[config.mk]
export PLATFORM = sky130hd
export DESIGN_NAME = ddpuf_meas_ctrl
export DESIGN_NICKNAME = d
export VERILOG_FILES = /design/src/rtl/ddpuf_meas_ctrl.sv
export SDC_FILE = /design/constraint.sdc
export NUM_CORES = 1
export LEC_CHECK = 0
export CAP_MARGIN = 20
export CORE_MARGIN = 2
export CORE_UTILIZATION = 56
export CTS_CLUSTER_DIAMETER = 100
export DETAILED_ROUTE_END_ITERATION = 10
export PLACE_DENSITY_LB_ADDON = 0.3
export SYNTH_ARGS = -nofsm -noshare
export SYNTH_HDL_FRONTEND = slang
export SYNTH_SLANG_ARGS = --single-unit
export TNS_END_PERCENT = 5
[constraint.sdc]
create_clock -name CLK -period 4.2 [get_ports CLK]
set_input_delay 0.84 -clock CLK [delete_from_list [all_inputs] [get_ports CLK]]
set_output_delay 0.84 -clock CLK [all_outputs]
set_load 0.01 [all_outputs]
[src/rtl/ddpuf_meas_ctrl.sv]
// Measurement sequencer for a delay-difference PUF: per response bit it settles
// the selected oscillator pair, counts both tick streams, and records which is faster.
module ddpuf_meas_ctrl #(
  parameter int N_BITS     = 128,
  parameter int SETTLE_CYC = 4
) (
  input  logic         CLK,
  input  logic         RST,
  input  logic         FSM_Start,
  input  logic [15:0]  Duration,
  input  logic         RO_A_TICK,
  input  logic         RO_B_TICK,
  output logic         RO_EN,
  output logic [6:0]   RO_SEL,
  output logic         FSM_Complete,
  output logic [127:0] PUF_Val
);

  typedef enum logic [2:0] {IDLE, SETTLE, MEASURE, COMPARE, DONE} state_t;

  localparam logic [6:0]  LAST_ROUND  = 7'(N_BITS - 1);
  localparam logic [15:0] SETTLE_LAST = 16'(SETTLE_CYC - 1);

  state_t         state_q, state_d;
  logic [15:0]    dur_q, dur_d;
  logic [15:0]    cyc_q, cyc_d;
  logic [15:0]    count_a_q, count_a_d;
  logic [15:0]    count_b_q, count_b_d;
  logic [6:0]     round_q, round_d;
  logic [127:0]   result_q, result_d;
  logic [127:0]   puf_q, puf_d;
  logic           complete_q, complete_d;

  always_comb begin
    state_d    = state_q;
    dur_d      = dur_q;
    cyc_d      = cyc_q;
    count_a_d  = count_a_q;
    count_b_d  = count_b_q;
    round_d    = round_q;
    result_d   = result_q;
    puf_d      = puf_q;
    complete_d = complete_q;

    unique case (state_q)
      IDLE: begin
        if (FSM_Start) begin
          state_d    = SETTLE;
          dur_d      = (Duration == '0) ? 16'd1 : Duration;
          round_d    = '0;
          complete_d = 1'b0;
          cyc_d      = '0;
          count_a_d  = '0;
          count_b_d  = '0;
        end
      end
      SETTLE: begin
        if (cyc_q == SETTLE_LAST) begin
          state_d = MEASURE;
          cyc_d   = '0;
        end else begin
          cyc_d = cyc_q + 16'd1;
        end
      end
      MEASURE: begin
        count_a_d = count_a_q + 16'(RO_A_TICK);
        count_b_d = count_b_q + 16'(RO_B_TICK);
        if (cyc_q == dur_q - 16'd1) begin
          state_d = COMPARE;
          cyc_d   = '0;
        end else begin
          cyc_d = cyc_q + 16'd1;
        end
      end
      COMPARE: begin
        result_d[round_q] = (count_a_q > count_b_q);
        count_a_d         = '0;
        count_b_d         = '0;
        if (round_q < LAST_ROUND) begin
          round_d = round_q + 7'd1;
          state_d = SETTLE;
        end else begin
          // Publish including the bit written on this same edge.
          puf_d      = result_d;
          complete_d = 1'b1;
          state_d    = DONE;
        end
      end
      DONE: begin
        state_d = IDLE;
        round_d = '0;
      end
      default: state_d = IDLE;
    endcase
  end

  always_ff @(posedge CLK) begin
    if (RST) begin
      state_q    <= IDLE;
      dur_q      <= '0;
      cyc_q      <= '0;
      count_a_q  <= '0;
      count_b_q  <= '0;
      round_q    <= '0;
      result_q   <= '0;
      puf_q      <= '0;
      complete_q <= 1'b0;
    end else begin
      state_q    <= state_d;
      dur_q      <= dur_d;
      cyc_q      <= cyc_d;
      count_a_q  <= count_a_d;
      count_b_q  <= count_b_d;
      round_q    <= round_d;
      result_q   <= result_d;
      puf_q      <= puf_d;
      complete_q <= complete_d;
    end
  end

  assign RO_EN        = (state_q == SETTLE) || (state_q == MEASURE);
  assign RO_SEL       = round_q;
  assign FSM_Complete = complete_q;
  assign PUF_Val      = puf_q;

endmodule

Word level (Yosys, flattened, before mapping)
Cells that the tools add are included.
- register bits after elaboration: 331
- input bits: 21
- output and inout port bits: 137
- word-level logic and storage cells: 66
- $add $sub $neg: 5
- order comparisons: 4
- equal/unequal tests: 11
- mux-type cells: 21
- bitwise gates (word level): 1
- reduce and logical (&&, ||, !) cells: 15
- operators with widths (kind ; count):
    case mux 16 bit (3 select lines) ; 3
    bitwise mux 128 bit ; 1
    two-way mux 16 bit ; 4
    adder 16 x 1 -> 16 bit ; 2
    case mux 7 bit (3 select lines) ; 1
    adder 16 x 1 -> 16 bit, second input constant ; 1
    equality test 16 bit ; 1
    equality test 16 x 2 -> 1 bit, second input constant ; 1
    > comparator 16 bit ; 1
    zero test 16 bit ; 1
    subtractor 16 x 1 -> 16 bit, second input constant ; 1
    two-way mux 7 bit ; 2
    two-way mux 3 bit ; 4
    case mux 3 bit (4 select lines) ; 1
    != test 2 bit, second input constant ; 5
    AND reduction 3 bit ; 3
    nonzero test 3 bit ; 3
    less-than comparator 7 x 8 -> 1 bit, second input constant ; 1
    AND reduction 2 bit ; 4
    adder 7 x 1 -> 7 bit, second input constant ; 1
    demux 1 bit (select 7 bit) ; 1
    >= comparator 7 x 1 -> 1 bit, second input constant ; 1
    less-than comparator 7 bit, second input constant ; 1
    equality test 3 x 2 -> 1 bit, second input constant ; 2
    other kinds (9) ; 11

Depth between registers and ports, before layout
- depth in word-level cells: 5
- gate-level depth with buffers: 13
- mapped depth without buffers: 10

Worst setup path after synthesis
Ideal clock, no wire load.
- kind: flip-flop to flip-flop
- start point: reg dur_q[0]
- end point: reg cyc_q[15]
- setup time: 120 ps
- data arrival time: 2846 ps
- required time: 4080 ps
- slack: 1234 ps
- stages on the path, launching flop included: 14
- buffers on the path: 3
- period minus slack after synthesis: 2966 ps
- path through: dfxtp_1 inv_1 ha_1 clkbuf_1 or4b_1 nor4_1 mux2i_1 o32ai_2 nor4_2 o22a_1 buf_6 buf_8 nor2_1 a211o_1
- longest elaborated chain between the ends: 4
- RTL lines (what ; RTL line ; text):
    start: declaration ; 25 ; logic [15:0] dur_q, dur_d;
    start signal: assignment ; 110 ; dur_q <= dur_d;
    subtractor 16 x 1 -> 16 bit ; 68 ; if (cyc_q == dur_q - 16'd1) begin
    equality test 16 bit ; 68 ;
    two-way mux 16 bit ; 68 ;
    case mux 16 bit (3 select lines) ; 45 ; unique case (state_q)
    end signal: assignment ; 111 ; cyc_q <= cyc_d;
    end: declaration ; 26 ; logic [15:0] cyc_q, cyc_d;
No other way between the ends.
A chain may end at the register's enable or synchronous reset.

Final worst setup path
Ends and elaborated chain as after synthesis.

==> results.toml <==
[timing]
fin_crit_sh_pct = 80.5
skew_ps = 12.9
finalSetupViolCount = 0
tightest_slew_ps = 1060
finalSetupTns_ps = 0
slew-limit-headroom_pct = 28.9
max_freq_mhz = 296
min_period_ps = 3380
report.final.slew_viol_count = 0
hold_viol = 0
rsz0062_at_grt = "no"

[global_route]
grt_max_degree = 251
grt_overflow_total = 0
grt_pass1_vias = 12000
antenna_found_initial = 0
track_usage_pct = 27.7
grt_pass1_wl_um = 60400

[power]
leakage_nw = 5.49
ir_drop_uv = 376
p_per_area_nw_per_um2 = 425

[yosys]
syn_area_um2 = 14200
yosys_warnings = 0
ys_types = 61
syn_nets = 1722
ys.flop_type = "dfxtp_1"
synth-edff-count = 0
postSynth.asyncResetShare_pct = 0
syn_avg_cell_area_um2 = 8.47
synthCells = 1678
ys_seq_area_share_pct = 46.5
ys_seq_elements = 330

[die]
start_util_pct = 56.8
die_h_um = 163
die_x_um = 163
rows = 58
core_um2 = 25000
die-area_um2 = 26700
io_pins = 158

[finish]
syn2layout_area_growth_pct = 20.5
final_cell_mix = "330 x dfxtp_1, 200 x nor2_1, 159 x nand2_1"
final_common_cell = "dfxtp_1"
layout.nets = 1813
drive_gt1_share_pct = 6.58
antenna_cells = 0
fin_area_um2 = 17100

[cts]
cts_root_buf = "clkbuf_16"
cts.sinks = 330
holdBufCountCts = 0
clockBufferDepth = 3
htree_levels = 2
postCtsSetupRepairBufs = 0
cts.clk_slew.worst_paths_ps = 60
tritoncts = "yes"
post_cts_resized = 0
insertion_delay_ps = 520
cts_buffers = 36

[hold_path]
hp-class = "register to register"

[run]
drv_cap = 0

[setup_path]
crit_required_ps = 4600
worst-path-buf-inv = 2
criticalPathCategory = "register to register"
r2r_cells = 11
crit_path_start_kind = "register"
slowest_stage = "or4b_1"
r2r_start = "dur_q[0]"
path_delay_family = "simple AND/OR/NAND/NOR gates"
cp_data_arrival_time_ps = 3780
path_cells = "inv_1 -> ha_1 -> or4b_1 -> nor4_1 -> mux2i_1 -> o32ai_2 -> nor4_2 -> o22a_1 -> buf_4 -> nor2_1 -> a211o_1"
reg2reg_to = "cyc_q[15]"
cp_max_fo = 28
critPathMaxStageDelay_ps = 470
path_depth = 11
cp-startpoint = "dur_q[0]"
end_kind = "register"
r2r_slack_ps = 820
cp-endpoint = "cyc_q[15]"

[run_status]
outcome = "complete, no violations"

[placement]
dpl_cell_area_um2 = 16000
place.gp.congestion = 0.846
portBuffers = 157
place_hpwl_um = 23800

[detailed_routing]
drtIter0Drc = 1272
vias_per_cell = 5.96
postRouteAntennaNets = 0
drt-total-wl_um = 37600
via_count = 12700
drt-pass1-iter-count = 5
drcViolationCount = 0
wl_per_cell_um = 17.7
Yosys cell counts (4+ instances only):
library cell	number	area, um2
a211oi_1	127	953
o21ai_1	13	65.1
a21oi_1	12	60.1
o21ai_0	141	706
ha_1	23	288
a22o_1	11	96.3
nor2_1	201	754
nand3_1	17	85.1
nor3b_1	8	60.1
or2_2	4	25.0
a22oi_1	4	30.0
xnor2_1	30	263
dfxtp_1	330	6610
nand3b_1	130	976
nor2b_1	5	31.3
nor4_1	22	138
mux2i_1	5	50.1
xor2_1	20	175
nor3b_2	7	87.6
clkbuf_1	125	469
a21o_1	12	90.1
and3_1	9	56.3
nand2b_1	8	50.1
nand4_1	18	113
inv_1	21	78.8
o21a_1	4	30.0
nor3_1	158	791
nand2_1	159	597
or3_1	9	56.3
cells by family (layout without fill, tap and decap cells):
kind of cell               count (synthesis)  count (layout)  share of synthesized area (%)
and+or+nand+nor                          773             773                           28.1
xor gates and xnor gates                  50              50                           3.08
adders and majority gates                 23              23                           2.02
AOI/OAI and AO/OA                        344             344                           15.7
DFF                                      330             330                           46.5
muxes                                      6               6                          0.431
buffers and inverters                    152             268                           4.20
sequential cells by signal, summed over array words and instances (netlist names):
name,flops
result_q,127
PUF_Val,128
state_q,3
dur_q,16
RO_SEL,7
count_b_q,16
FSM_Complete,1
cyc_q,16
count_a_q,16
how the worst min path moves through the flow:
stage	from	endpoint	slack, ps	depth (start not counted)
6_report	PUF_Val[127]	PUF_Val[127]	480	2
5_1_grt	result_q[116]	result_q[116]	510	2
4_1_cts	PUF_Val[127]	PUF_Val[127]	480	2
3_5_place_dp	PUF_Val[127]	PUF_Val[127]	470	2
3_3_place_gp	result_q[76]	result_q[76]	470	2
2_1_floorplan	result_q[0]	result_q[0]	460	2
metal layers:
layer  vias to the layer above  GRT usage (%)  wire (um)
met5                         -              0          0
met4                         0           10.5       1170
met3                        73           3.83       2010
met2                       361           45.5      17800
met1                      6057           37.0      16600
li1                       6165              -          -
tightest hold or removal path, stage by stage, from the launching register on:
cell	delay (ps)
dfxtp_1	340
nand2_1	50
o21ai_0	60
metrics by stage:
stage / hold WS [ps] / power (mW) / setup slack, ps / cells / util, %
after floorplan: 458 / 4.01 / 1230 / 1678 / -
after global placement: 468 / 4.23 / 834 / 2061 / 63.8
after detailed placement: 470 / 4.24 / 815 / 2061 / 63.8
after CTS: 483 / 7.30 / 791 / 2124 / 68.4
after global routing: 506 / 7.53 / 553 / 2124 / 68.4
final: 477 / 7.27 / 817 / 2124 / 68.4
where the power goes:
group	switching [mW]	internal, mW
Combinational	0.565	0.346
Sequential	0.101	3.18
Clock	1.26	1.81
cell type report:
class / instances / area (um2)
Sequential cell: 330 / 6610
Fill cell: 2029 / 7910
Timing Repair Buffer: 184 / 1800
Clock inverter: 10 / 92.6
Inverter: 21 / 78.8
Tap cell: 330 / 413
Multi-Input combinational cell: 1196 / 7080
Clock buffer: 53 / 1060
(Power assumes the default switching activity.)
